File: src/rtl/chan_fifo_mem.sv
// rtl/chan_fifo_mem.sv - storage array behind the chan_fifo output register
// Simple dual-port array: synchronous write with enable, combinational read, no reset.
module chan_fifo_mem #(
   parameter int WIDTH   = 8,
   parameter int ENTRIES = 3,
   parameter int PW      = 2
) (
   input  logic             clock,
   input  logic             we,
   input  logic [PW-1:0]    waddr,
   input  logic [WIDTH-1:0] wdata,
   input  logic [PW-1:0]    raddr,
   output logic [WIDTH-1:0] rdata
);

   logic [WIDTH-1:0] mem [ENTRIES];

   always_ff @(posedge clock) begin
      if (we) begin
         mem[waddr] <= wdata;
      end
   end

   assign rdata = mem[raddr];

endmodule

File: src/rtl/chan_fifo.sv
// rtl/chan_fifo.sv - valid/ready channel FIFO with registered handshake outputs
// Output register backed by a DEPTH-1 entry circular array; the output register loads from the array first, else bypasses idata.
module chan_fifo #(
   parameter int WIDTH = 8,
   parameter int DEPTH = 4
) (
   input  logic                       clock,
   input  logic                       resetn,
   input  logic [WIDTH-1:0]           idata,
   input  logic                       ivalid,
   output logic                       iready,
   output logic [WIDTH-1:0]           odata,
   output logic                       ovalid,
   input  logic                       oready,
   output logic [$clog2(DEPTH+1)-1:0] count
);

   localparam int SDEPTH = DEPTH - 1;
   localparam int PW     = (SDEPTH > 1) ? $clog2(SDEPTH) : 1;
   localparam int CW     = $clog2(DEPTH + 1);

   logic [PW-1:0]    rptr, wptr, rptr_nxt, wptr_nxt;
   logic [CW-1:0]    count_nxt;
   logic [WIDTH-1:0] odata_nxt;
   logic [WIDTH-1:0] arr_head;
   logic             push, pop, out_free, arr_nonempty;
   logic             load_arr, bypass, arr_we;

   function automatic logic [PW-1:0] ptr_inc(input logic [PW-1:0] p);
      if (p == PW'(SDEPTH - 1)) begin
         return '0;
      end
      return p + PW'(1);
   endfunction

   assign push         = ivalid & iready;
   assign pop          = ovalid & oready;
   assign out_free     = ~ovalid | oready;
   // ovalid is set whenever count>0, so the array holds count-1 words when non-empty
   assign arr_nonempty = (count > CW'(1));
   assign load_arr     = out_free & arr_nonempty;
   assign bypass       = out_free & ~arr_nonempty & push;
   assign arr_we       = push & ~bypass;

   chan_fifo_mem #(
      .WIDTH   (WIDTH),
      .ENTRIES (SDEPTH),
      .PW      (PW)
   ) u_mem (
      .clock (clock),
      .we    (arr_we),
      .waddr (wptr),
      .wdata (idata),
      .raddr (rptr),
      .rdata (arr_head)
   );

   always_comb begin
      count_nxt = count;
      rptr_nxt  = rptr;
      wptr_nxt  = wptr;
      odata_nxt = odata;
      if (push && !pop) begin
         count_nxt = count + CW'(1);
      end else if (pop && !push) begin
         count_nxt = count - CW'(1);
      end
      if (load_arr) begin
         odata_nxt = arr_head;
         rptr_nxt  = ptr_inc(rptr);
      end else if (bypass) begin
         odata_nxt = idata;
      end
      if (arr_we) begin
         wptr_nxt = ptr_inc(wptr);
      end
   end

   always_ff @(posedge clock or negedge resetn) begin
      if (!resetn) begin
         count  <= '0;
         rptr   <= '0;
         wptr   <= '0;
         odata  <= '0;
         ovalid <= 1'b0;
         iready <= 1'b1;
      end else begin
         count  <= count_nxt;
         rptr   <= rptr_nxt;
         wptr   <= wptr_nxt;
         odata  <= odata_nxt;
         ovalid <= (count_nxt != '0);
         iready <= (count_nxt < CW'(DEPTH));
      end
   end

endmodule

File: config.mk
export PLATFORM = sky130hd
export DESIGN_NAME = chan_fifo
export DESIGN_NICKNAME = d
export VERILOG_FILES = /design/src/rtl/chan_fifo_mem.sv /design/src/rtl/chan_fifo.sv
export SDC_FILE = /design/constraint.sdc
export NUM_CORES = 1
export LEC_CHECK = 0
export BUFFER_PORTS_ARGS = -buffer_cell sky130_fd_sc_hd__buf_2
export CORE_MARGIN = 4
export CORE_UTILIZATION = 50
export DETAILED_ROUTE_END_ITERATION = 8
export HOLD_SLACK_MARGIN = 0.05
export PLACE_DENSITY = 0.74
export SYNTH_ARGS = -nofsm -noshare
export SYNTH_HDL_FRONTEND = slang
export SYNTH_SLANG_ARGS = --single-unit
File: constraint.sdc
create_clock -name clock -period 2 [get_ports clock]
set_input_delay 0.4 -clock clock [delete_from_list [all_inputs] [get_ports clock]]
set_output_delay 0.4 -clock clock [all_outputs]
set_load 0.01 [all_outputs]
==> results of run 1 <==
Yosys cell counts:
cell type,n
edfxtp_1,24
dfrtp_1,16
nand2_1,16
o21ai_0,11
mux2i_1,9
a21oi_1,8
o2111ai_1,8
a21o_1,4
buf_6,4
xnor2_1,4
buf_2,3
inv_1,3
nor2b_1,3
ha_1,2
nor3b_1,2
o21ai_4,2
xor2_1,2
a211oi_1,1
a21boi_0,1
a31oi_1,1
and2_1,1
clkbuf_1,1
dfstp_2,1
mux2_2,1
nand2b_1,1
nand3_1,1
nand3b_1,1
nand4_1,1
nor2_1,1
nor3_1,1
o21ai_1,1
or2_1,1
registers in the layout, summed over array words and instances, names as in the netlist:
register / flops
wptr: 2
count: 3
odata: 8
iready: 1
ovalid: 1
rptr: 2
u_mem.mem: 24
final cells by class:
class / instances / area [um2] / area share
Clock buffer: 6 / 41.3 / 0.0201
Clock inverter: 2 / 33.8 / 0.0164
Inverter: 3 / 11.3 / 0.00547
Multi-Input combinational cell: 84 / 583 / 0.283
Sequential cell: 41 / 1150 / 0.558
Tap cell: 46 / 57.6 / 0.0280
Timing Repair Buffer: 32 / 183 / 0.0888
through the flow:
step	instance area [um2]	utilization	setup TNS (ns)	hold slack (ns)	std cells
after floorplan	1810	-	-0.0302	0.104	136
after global placement	1970	0.582	0	0.348	205
after detailed placement	1970	0.582	0	0.355	205
after CTS	2060	0.607	0	0.261	214
after global routing	2060	0.607	0	0.243	214
final	2060	0.607	0	0.268	214
per-layer routing:
layer	track usage	wire length, um	vias up
li1	-	-	563
met1	0.201	1410	530
met4	0.0596	49	0
met3	0.0591	177	5
met5	0	0	-
met2	0.285	1650	24
power by group:
part	switching, uW	internal [uW]	leakage (uW)	total, uW
Sequential	224	1160	0.000416	1390
Combinational	587	504	0.000366	1090
Clock	252	260	0.0000399	513
worst max path at each step:
| stage | cells after the start | end | from | slack, ns |
|---|---|---|---|---|
| after floorplan | 4 | u_mem.mem[0][0] | iready | -0.004 |
| after global placement | 4 | u_mem.mem[2][5] | iready | 0.28 |
| after detailed placement | 4 | u_mem.mem[2][1] | iready | 0.24 |
| after CTS | 4 | u_mem.mem[2][1] | iready | 0.22 |
| after global routing | 4 | u_mem.mem[2][2] | iready | 0.11 |
| final | 4 | u_mem.mem[2][1] | iready | 0.22 |
worst register-to-register path: cells and delay by family (launching register included):
| kind | cells | cell delay (ns) |
|---|---|---|
| AO/OA/AOI/OAI | 1 | 0.14 |
| buffers and inverters | 1 | 0.20 |
| AND/OR/NAND/NOR | 2 | 0.60 |
| flip-flops | 1 | 0.57 |
logic make-up (layout without fill, tap and decap cells):
kind of cell / count (synthesis) / count (layout) / synth area share
xor+xnor: 6 / 6 / 0.0293
mux: 10 / 10 / 0.0564
compound gates: 37 / 37 / 0.141
flops: 41 / 41 / 0.639
simple gates: 29 / 29 / 0.0781
buf+inv: 11 / 43 / 0.0418
fa+ha+maj: 2 / 2 / 0.0139
what timing repair did:
item | 4_1_cts | 5_1_grt
hold buffers | 1 | 0
buffers inserted | 0 | 0
endpoints found under the hold margin | 16 | 0
==> reports/metrics.yaml, run 1 <==
status: "complete, no violations"
area_growth_pct: 14.6
diodes: 0
yosysTopAreaCell: "edfxtp_1"
worstSetupPathType: "reg2reg"
pin_count: 25
dieArea_um2: 4610
timing.max_cap.violations: 0
crit_path_end_kind: "register"
hp-start: "idata[0]"
worstSetupStartpointType: "register"
clkTransAtPathRegs_ns: 0.11
worstReg2RegStart: "iready"
grt_pass1_wl_um: 5510
final.setup.worst_slack_ns: 0.222
cp_slowest_cell: "dfstp_2"
ys_types: 32
max_freq_ghz: 0.562
r2r_setup_slack_ns: 0.22
reg2regPathDepth: 4
required_ns: 2.07
die_height_um: 67.9
synth_top_cells_by_area: "edfxtp_1 (40%), dfrtp_1 (22%), mux2i_1 (5.0%)"
irDropWorstVdd_mv: 0.843
drc: 0
netlist_area_um2: 1800
r2r_end: "u_mem.mem[2][1]"
overflow: 0
ys_seq_elements: 41
viasPerCell: 5.24
htree_levels: 2
row_count: 21
drive_gt1_frac: 0.256
wl_um: 3290
core_um2: 3390
grt_pass1_vias: 1153
fin_skew_ns: 0.00530
relSlewSlack: 0.652
ys_seq_area_frac: 0.639
syn_nets: 150
critical_path.cell_chain: "and2_1, o21ai_4, nor3b_2, buf_4"
dp_hpwl_um: 2420
path_buf_inv: 1
powerDensity_nw_per_um2: 1450
wl_per_cell_um: 15.4
leakage_uw: 0.000823
hold_viol: 0
syn_area_per_cell_um2: 13.2
setup_viol: 0
antenna_found_initial: 0
hold_path_class: "in2reg"
gp_congestion: 0.858
cts_tree: "built"
crit_fanout: 6
first_pass_iters: 4
cpPeakStageDelay_ns: 0.57
holdPathEnd: "u_mem.mem[2][0]"
start_util: 0.530
grt_setup_unrepaired: "no"
grt_util_all_layers: 0.170
total_power_uw: 2990
ctsResizeCount: 0
synth_top_cell_area_share: 0.401
grt_max_degree: 18
clockBufferDepth: 2
dr_total_vias: 1122
port_buffers: 24
cts_made_buffers: 5
ys.warnings.count: 0
worst_pin_slew_ns: 0.522
fin_nets: 181
crit_arrival_ns: 1.85
post-route-period-util: 0.889
clk_latency_ns: 0.34
period_minus_slack_ns: 1.78
final_antenna_net_count: 0
die_w_um: 67.9
slew_violations: 0
whs_path_depth: 1
clkSinkCount: 41
nFillCells: 280
drt_iter0_drc: 109
final_cell_mix: "buf_2 (24), edfxtp_1 (24), nand2_1 (16), dfrtp_1 (16), o21ai_0 (11)"
cp_top_family: "simple AND/OR/NAND/NOR gates"
syn-instance-count: 136
dpl_worst_slack_ns: 0.242
root_buffer: "clkbuf_4"
Power figures use the tool's default switching activity.
==> run 2, diff against run 1 <==
--- a/config.mk
+++ b/config.mk
@@ -5,12 +5,12 @@
 export SDC_FILE = /design/constraint.sdc
 export NUM_CORES = 1
 export LEC_CHECK = 0
+export ABC_AREA = 1
 export BUFFER_PORTS_ARGS = -buffer_cell sky130_fd_sc_hd__buf_2
 export CORE_MARGIN = 4
-export CORE_UTILIZATION = 50
+export CORE_UTILIZATION = 30
 export DETAILED_ROUTE_END_ITERATION = 8
 export HOLD_SLACK_MARGIN = 0.05
-export PLACE_DENSITY = 0.74
 export SYNTH_ARGS = -nofsm -noshare
 export SYNTH_HDL_FRONTEND = slang
 export SYNTH_SLANG_ARGS = --single-unit
==> run 2 against run 1 <==
Net effect:
- non-clock buffer count down 5
- maximum frequency up 6.8%
- synthesized area down 2.9%
- critical path depth up 2
- total power up 1.3%
- count of clock-buffer cells in the layout unchanged
- highest routed layer unchanged
==> reports/metrics.yaml, run 2 <==
grt_pass1_wl_um: 6180  # was 5510 um
fin_skew_ns: 0.00565  # was 0.00530 ns
powerDensity_nw_per_um2: 1470  # was 1450 nW/um2
critical_path.cell_chain: "inv_1, nor2_1, inv_1, a21oi_2, nand3_1, inv_1"  # was and2_1, o21ai_4, nor3b_2, buf_4
final_common_cell: "nand2_1"
cpPeakStageDelay_ns: 0.37  # was 0.57 ns
pin_count: 25  # unchanged
final_cells: 280  # was 214
status: "complete, no violations"  # unchanged
async_flop_share: 0.415  # unchanged
crit_path_end_kind: "register"  # unchanged
required_ns: 1.97  # was 2.07 ns
drive_gt1_frac: 0.188  # was 0.256
ys_seq_elements: 41  # unchanged
start_util: 0.313  # was 0.530
ys_types: 18  # was 32
final_cell_mix: "nand2_1 (70), buf_2 (24), edfxtp_1 (24)"  # was buf_2 (24), edfxtp_1 (24), nand2_1 (16), dfrtp_1 (16), o21ai_0 (11)
antenna_found_initial: 0  # unchanged
syn-instance-count: 176  # was 136
postCtsSetupRepairBufs: 0  # unchanged
fin_nets: 221  # was 181
netlist_area_um2: 1740  # was 1800 um2
root_buffer: "clkbuf_8"  # was clkbuf_4
irDropWorstVdd_mv: 0.669  # was 0.843 mV
core_um2: 5570  # was 3390 um2
grt_pass1_vias: 1249  # was 1153
row_count: 27  # was 21
clk_latency_ns: 0.29  # was 0.34 ns
diodes: 0  # unchanged
clockBufferDepth: 2  # unchanged
synth_ff_type: "edfxtp_1"  # unchanged
setup_viol: 0  # unchanged
regMostFlops: "u_mem.mem"  # unchanged
dr_total_vias: 1253  # was 1122
die_w_um: 84.3  # was 67.9 um
max_freq_ghz: 0.601  # was 0.562 GHz
largest_reg_flops: 24  # unchanged
whs_ns: 0.333  # was 0.268 ns
viasPerCell: 4.48  # was 5.24
overflow: 0  # unchanged
total_power_uw: 3030  # was 2990 uW
hold_viol: 0  # unchanged
setup-tns-final_ns: 0  # unchanged
synthTopCellsByCount: "nand2_1 (70), edfxtp_1 (24), nor2_1 (22)"  # was edfxtp_1 (24), dfrtp_1 (16), nand2_1 (16)
crit_top_cell: "inv_1"
wl_um: 3540  # was 3290 um
area_growth_pct: 18.3  # was 14.6%
cp_slowest_cell: "dfrtp_1"  # was dfstp_2
ys_seq_area_frac: 0.658  # was 0.639
wl_per_cell_um: 12.6  # was 15.4 um
ys.warnings.count: 0  # unchanged
synth_top_cell_area_share: 0.413  # was 0.401
grt_setup_unrepaired: "no"  # unchanged
timing.max_cap.violations: 0  # unchanged
final_util: 0.370  # was 0.607
gp_congestion: 0.764  # was 0.858
first_pass_iters: 4  # unchanged
syn_nets: 190  # was 150
relSlewSlack: 0.477  # was 0.652
die_height_um: 84.3  # was 67.9 um
cts_hold_buf: 1  # unchanged
hold_path_class: "in2reg"  # unchanged
worst_pin_slew_ns: 0.781  # was 0.522 ns
ctsResizeCount: 0  # unchanged
worstSetupPathType: "reg2reg"  # unchanged
clkTransAtPathRegs_ns: 0.08  # was 0.11 ns
post-route-period-util: 0.832  # was 0.889
cp_top_family: "buffers and inverters"  # was simple AND/OR/NAND/NOR gates
grt_util_all_layers: 0.110  # was 0.170
grt_max_degree: 18  # unchanged
cts_made_buffers: 5  # unchanged
clkSinkCount: 41  # unchanged
synth_most_common_cell: "nand2_1"  # was edfxtp_1
htree_levels: 2  # unchanged
crit_fanout: 8  # was 6
syn_area_per_cell_um2: 9.91  # was 13.2 um2
yosysTopAreaCell: "edfxtp_1"  # unchanged
path_buf_inv: 3  # was 1
top_regs: "u_mem.mem: 24 flops, odata: 8 flops, count: 3 flops"  # unchanged
synth_top_cells_by_area: "edfxtp_1 (41%), dfrtp_1 (23%), nand2_1 (15%)"  # was edfxtp_1 (40%), dfrtp_1 (22%), mux2i_1 (5.0%)
port_buffers: 24  # unchanged
period_minus_slack_ns: 1.66  # was 1.78 ns
synth-edff-count: 24  # unchanged
crit_arrival_ns: 1.63  # was 1.85 ns
dieArea_um2: 7100  # was 4610 um2
drc: 0  # unchanged
final_antenna_net_count: 0  # unchanged
slew_violations: 0  # unchanged
dp_hpwl_um: 2610  # was 2420 um
drt_iter0_drc: 120  # was 109
cts_tree: "built"  # unchanged
worstSetupStartpointType: "register"  # unchanged
dpl.cell_count: 271  # was 205
leakage_uw: 0.000941  # was 0.000823 uW
run 2: changes by cell type in the layout (fill, tap and decap cells not counted), moves of 8 or more:
| cell | change |
|---|---|
| a21oi_1 | -8 |
| o2111ai_1 | -8 |
| mux2i_1 | -9 |
| nand2_1 | +54 |
| inv_1 | +12 |
| nor2_1 | +21 |
run 2: layer usage:
| metal | GRT usage | wire (um) |
|---|---|---|
| met1 | 0.140 | 1540 |
| met2 | 0.187 | 1850 |
| met3 | 0.0275 | 108 |
| met4 | 0.0307 | 43 |
| met5 | 0 | 0 |
run 2: cell families (layout without fill, tap and decap cells):
| logic type | count (synthesis) | in the layout | share of synthesized area |
|---|---|---|---|
| buffers and inverters | 19 | 51 | 0.0481 |
| and+or+nand+nor | 108 | 108 | 0.254 |
| adders and majority gates | 2 | 2 | 0.0143 |
| AOI/OAI and AO/OA | 6 | 6 | 0.0258 |
| DFF | 41 | 41 | 0.658 |
run 2: final cells by class:
class,instances,area (um2)
inverters,16,60.1
clock buffers,6,72.6
multi-input cells,116,513
flip-flops and latches,41,1150
clock inverters,2,35.0
well taps,72,90.1
repair buffers,27,145
fillers,575,3510
run 2: worst paths after layout:
path,from,end,slack [ns],cells after the start
worst min register to register,odata[5],odata[5],0.48,2
worst max-delay path,ovalid,u_mem.mem[1][3],0.34,6
worst min-delay path,idata[2],u_mem.mem[1][2],0.33,1
worst max register to register,ovalid,u_mem.mem[1][3],0.34,6
max in group asynchronous,resetn,iready,1.13,2
min in group asynchronous,resetn,odata[0],0.55,2
run 2: report_power, final:
group	total, uW	switching [uW]	internal, uW
registers	1280	138	1150
logic	1090	716	376
clock network	653	283	370
total	3030	1140	1890
run 2: per-stage QoR:
stage	cell area, um2	setup slack [ns]
final	2060	0.335
after global routing	2060	0.0920
after CTS	2060	0.315
after detailed placement	1950	0.238
after global placement	1950	0.297
after floorplan	1740	0.341
